===== src/rtl/pc_redirect_ctrl.sv =====
// Fetch-PC sequencer: sequential increment, branch redirect with stall-aware
// deferral (HOLD), and a fixed-length pipeline flush window after each redirect.
module pc_redirect_ctrl #(
  parameter int XLEN         = 64,
  parameter logic [XLEN-1:0] RESET_PC = '0,
  parameter int FLUSH_CYCLES = 2
) (
  input  logic            clk,
  input  logic            reset,
  input  logic            stall,
  input  logic            switch_branch,
  input  logic            Flush,
  input  logic [XLEN-1:0] branch_target,
  output logic [XLEN-1:0] pc_out,
  output logic            pc_valid,
  output logic            if_id_flush,
  output logic            id_ex_flush,
  output logic [15:0]     redirect_cnt,
  output logic            misalign_err,
  output logic            ctrl_err
);

  typedef enum logic [1:0] {RUN, HOLD, FLUSHING} state_t;

  state_t          state_reg, state_next;
  logic [XLEN-1:0] pc_reg, pc_next;
  logic [XLEN-1:0] pending_reg, pending_next;
  logic [3:0]      flush_cnt_reg, flush_cnt_next;
  logic [15:0]     cnt_reg, cnt_next;
  logic            started_reg;
  logic            pc_valid_reg, flush_reg;
  logic            mis_reg, mis_next;
  logic            cerr_reg, cerr_next;
  logic            redirect;
  logic [XLEN-1:0] redirect_pc;
  logic [XLEN-1:0] aligned_target;

  assign aligned_target = {branch_target[XLEN-1:2], 2'b00};

  always_comb begin
    state_next     = state_reg;
    pc_next        = pc_reg;
    pending_next   = pending_reg;
    flush_cnt_next = flush_cnt_reg;
    cnt_next       = cnt_reg;
    mis_next       = mis_reg;
    cerr_next      = cerr_reg;
    redirect       = 1'b0;
    redirect_pc    = pending_reg;

    case (state_reg)
      RUN: begin
        if (Flush != switch_branch) cerr_next = 1'b1;
        // The first edge after reset only raises pc_valid; fetch begins after it.
        if (started_reg) begin
          if (switch_branch) begin
            if (|branch_target[1:0]) mis_next = 1'b1;
            if (stall) begin
              pending_next = aligned_target;
              state_next   = HOLD;
            end else begin
              redirect    = 1'b1;
              redirect_pc = aligned_target;
            end
          end else if (!stall) begin
            pc_next = pc_reg + XLEN'(4);
          end
        end
      end
      HOLD: begin
        if (!stall) redirect = 1'b1;
      end
      FLUSHING: begin
        if (!stall) begin
          pc_next        = pc_reg + XLEN'(4);
          flush_cnt_next = flush_cnt_reg - 4'd1;
          if (flush_cnt_reg == 4'd1) state_next = RUN;
        end
      end
      default: state_next = RUN;
    endcase

    if (redirect) begin
      pc_next        = redirect_pc;
      state_next     = FLUSHING;
      flush_cnt_next = 4'(FLUSH_CYCLES);
      if (cnt_reg != 16'hFFFF) cnt_next = cnt_reg + 16'd1;
    end
  end

  always_ff @(posedge clk or negedge reset) begin
    if (!reset) begin
      state_reg     <= RUN;
      pc_reg        <= RESET_PC;
      pending_reg   <= '0;
      flush_cnt_reg <= '0;
      cnt_reg       <= '0;
      started_reg   <= 1'b0;
      pc_valid_reg  <= 1'b0;
      flush_reg     <= 1'b0;
      mis_reg       <= 1'b0;
      cerr_reg      <= 1'b0;
    end else begin
      state_reg     <= state_next;
      pc_reg        <= pc_next;
      pending_reg   <= pending_next;
      flush_cnt_reg <= flush_cnt_next;
      cnt_reg       <= cnt_next;
      started_reg   <= 1'b1;
      // Status flags are registered from the next state so they track state_reg.
      pc_valid_reg  <= (state_next == RUN);
      flush_reg     <= (state_next == FLUSHING);
      mis_reg       <= mis_next;
      cerr_reg      <= cerr_next;
    end
  end

  assign pc_out       = pc_reg;
  assign pc_valid     = pc_valid_reg;
  assign if_id_flush  = flush_reg;
  assign id_ex_flush  = flush_reg;
  assign redirect_cnt = cnt_reg;
  assign misalign_err = mis_reg;
  assign ctrl_err     = cerr_reg;

endmodule


===== config.mk =====
export PLATFORM = sky130hd
export DESIGN_NAME = pc_redirect_ctrl
export DESIGN_NICKNAME = d
export VERILOG_FILES = /design/src/rtl/pc_redirect_ctrl.sv
export SDC_FILE = /design/constraint.sdc
export NUM_CORES = 1
export LEC_CHECK = 0
export ABC_AREA = 1
export CAP_MARGIN = 0
export CORE_ASPECT_RATIO = 0.7
export CORE_MARGIN = 10
export CORE_UTILIZATION = 50
export CTS_BUF_LIST = sky130_fd_sc_hd__clkbuf_16
export DETAILED_ROUTE_END_ITERATION = 8
export PLACE_DENSITY = 0.84
export SKIP_CTS_REPAIR_TIMING = 1
export SLEW_MARGIN = 20
export SYNTH_ARGS = -nofsm -noshare
export SYNTH_HDL_FRONTEND = slang
export SYNTH_SLANG_ARGS = --single-unit

===== constraint.sdc =====
create_clock -name clk -period 3.12 [get_ports clk]
set_input_delay 0.624 -clock clk [delete_from_list [all_inputs] [get_ports clk]]
set_output_delay 0.624 -clock clk [all_outputs]
set_load 0.005 [all_outputs]

==> reports/results.ini <==
[timing]
slew_headroom_pct = 53.9
min_period_ns = 2.25
rsz0062_at_grt = false
timing.final.ws_setup_ns = 0.866
finClkSkew_ns = 0.00700
fmax_ghz = 0.444
timing.final.crit_share_pct = 72.2
setup_viol = 0
final_max_slew_viol_count = 0
hold_violations = 0
setup_tns_ns = 0
worstMarginPinSlew_ns = 0.684

[placed_design]
port_buffers = 151
place.gp.congestion = 0.968
preCtsSetupSlack_ns = 0.422
hpwl_um = 22800

[yosys]
async_reset_ff_share_pct = 100
synthTopCellsByArea = dfrtp_1, nand2_1, nor2_1
synth_top_area_share_pct = 40.5
synth_cells = 1372
ys_warn_count = 0
synth_edf_count = 0
synth_area_mm2 = 0.00934
ys.flop_type = dfrtp_1
ys_ff_latch = 151
synth_top_cell_by_area = dfrtp_1
synth_area_per_cell_um2 = 6.80
synth-seq-area-share_pct = 40.5
synth_cell_types = 39

[job]
drv_cap = 0

[grt]
grt_usage_pct = 24.5
antenna_found_initial = 0
grt_max_degree = 73
grt_overflow = 0
grt_pass1_wl_um = 48400
first_global_vias = 8869

[final_layout]
fillers = 1606
multi_input_area_mm2 = 0.00469
diodes = 0
area_growth_pct = 24.6
register_area_mm2 = 0.00378
layout_common_cells = nand2_1, nor2_1, dfrtp_1
nets = 1574
drive_gt1_share_pct = 7.00
layout_commonest_cell = nand2_1

[cts]
h-tree-depth = 4
clk_pin_slew_ns = 0.07
clk_latency_ns = 0.43
numCtsBuffers = 17
root_buffer = clkbuf_16
cts.sinks = 151
cts_buffer_depth = 2
cts_tree = yes

[die]
dieArea_mm2 = 0.0246
die_h_um = 134
rows = 41
ios = 154
start_util_pct = 51.4
core_mm2 = 0.0182
die_x_um = 183

[critical_path]
cp_max_fo = 19
crit_type = in2reg
start_kind = input port
endpoint_kind = register
arrival_ns = 2.62
required_ns = 3.48

[hold_path]
holdCritPathClass = in2async

[routing]
routed_wirelength_um = 30200
vias_per_cell = 5.47
drtIter0Drc = 1259
vias = 9564
drcViolationCount = 0
wl_per_cell_um = 17.3
dr.pass1.iters = 6
ant_nets = 0

[power_and_ir_drop]
leakage_nw = 5.52
power_density_mw_per_mm2 = 809
power_mw = 9.41
vdd_drop_max_v = 0.000409

[run_status]
outcome = finished clean

==> cell usage after synthesis, types with 6 or more instances <==
| master | number |
|---|---|
| nor3_1 | 6 |
| xnor2_1 | 7 |
| buf_2 | 31 |
| clkbuf_1 | 13 |
| dfrtp_1 | 151 |
| nand2_2 | 14 |
| buf_4 | 7 |
| o21ai_1 | 23 |
| o21ai_0 | 149 |
| a21oi_1 | 78 |
| o21bai_1 | 11 |
| nand2_1 | 355 |
| inv_1 | 149 |
| xor2_1 | 11 |
| inv_2 | 8 |
| a31oi_1 | 6 |
| nor2_1 | 217 |
| nor2_2 | 14 |
| nor2_4 | 9 |
| nand3_1 | 70 |
| nand4_1 | 7 |
==> cells by family (layout without fill, tap and decap cells) <==
family | after synthesis | in the layout | synth area share, %
other | 2 | 3 | 0.0804
adder cells (fa/ha/maj) | 4 | 4 | 0.536
XOR/XNOR | 18 | 18 | 1.69
buffers and inverters | 213 | 354 | 9.48
AO/OA/AOI/OAI | 281 | 281 | 16.0
AND/OR/NAND/NOR | 703 | 703 | 31.7
flip-flops | 151 | 151 | 40.5
==> path summary, 6_finish.rpt <==
check	startpoint	end	slack, ns	cells after the start
worst max-delay path	switch_branch	redirect_cnt[13]	0.87	10
worst min-delay path	reset	pending_reg[30]	0.19	1
worst max register to register	pc_out[3]	pc_out[60]	0.96	8
worst min register to register	flush_cnt_reg[3]	flush_cnt_reg[3]	0.47	1
max in group asynchronous	reset	pc_out[8]	2.14	2
min in group clk	flush_cnt_reg[3]	flush_cnt_reg[3]	0.47	1
==> power by group <==
part / internal (mW) / switching, mW / total (mW)
clock network: 1.20 / 0.934 / 2.13
logic: 1.64 / 1.92 / 3.56
registers: 2.75 / 0.976 / 3.72
total: 5.59 / 3.83 / 9.41
==> final cells by class <==
type / count / area share [%]
Clock buffer: 17 / 3.66
Clock inverter: 15 / 1.43
Inverter: 158 / 5.12
Multi-Input combinational cell: 1009 / 40.3
Sequential cell: 151 / 32.5
Tap cell: 236 / 2.54
Timing Repair Buffer: 164 / 14.5
==> through the flow <==
step / hold WS (ns) / cell area (um^2) / utilization (%) / cells
4_1_cts: 0.223 / 11600 / 64.1 / 1750
6_report: 0.195 / 11600 / 64.1 / 1750
3_5_place_dp: 0.461 / 11000 / 60.8 / 1718
5_1_grt: 0.242 / 11600 / 64.1 / 1750
3_3_place_gp: 0.451 / 11000 / 60.8 / 1718
2_1_floorplan: 0.328 / 9340 / - / 1373
==> critical path, stage by stage <==
cell	delay, ns
clkdlybuf4s50_1	0.51
nand2_1	0.10
a21oi_2	0.20
nand2_4	0.20
inv_2	0.10
nand2_1	0.30
inv_2	0.21
nand2_1	0.10
nor2_1	0.12
xor2_1	0.14
==> layer usage <==
| layer | vias to the layer above | GRT usage, % | share of wire (%) |
|---|---|---|---|
| met4 | 0 | 4.58 | 1.0 |
| li1 | 4622 | - | - |
| met3 | 26 | 7.50 | 11 |
| met2 | 469 | 35.4 | 42 |
| met1 | 4447 | 35.2 | 45 |
| met5 | - | 0 | 0 |
No activity file was read; power rests on OpenSTA's default activity.
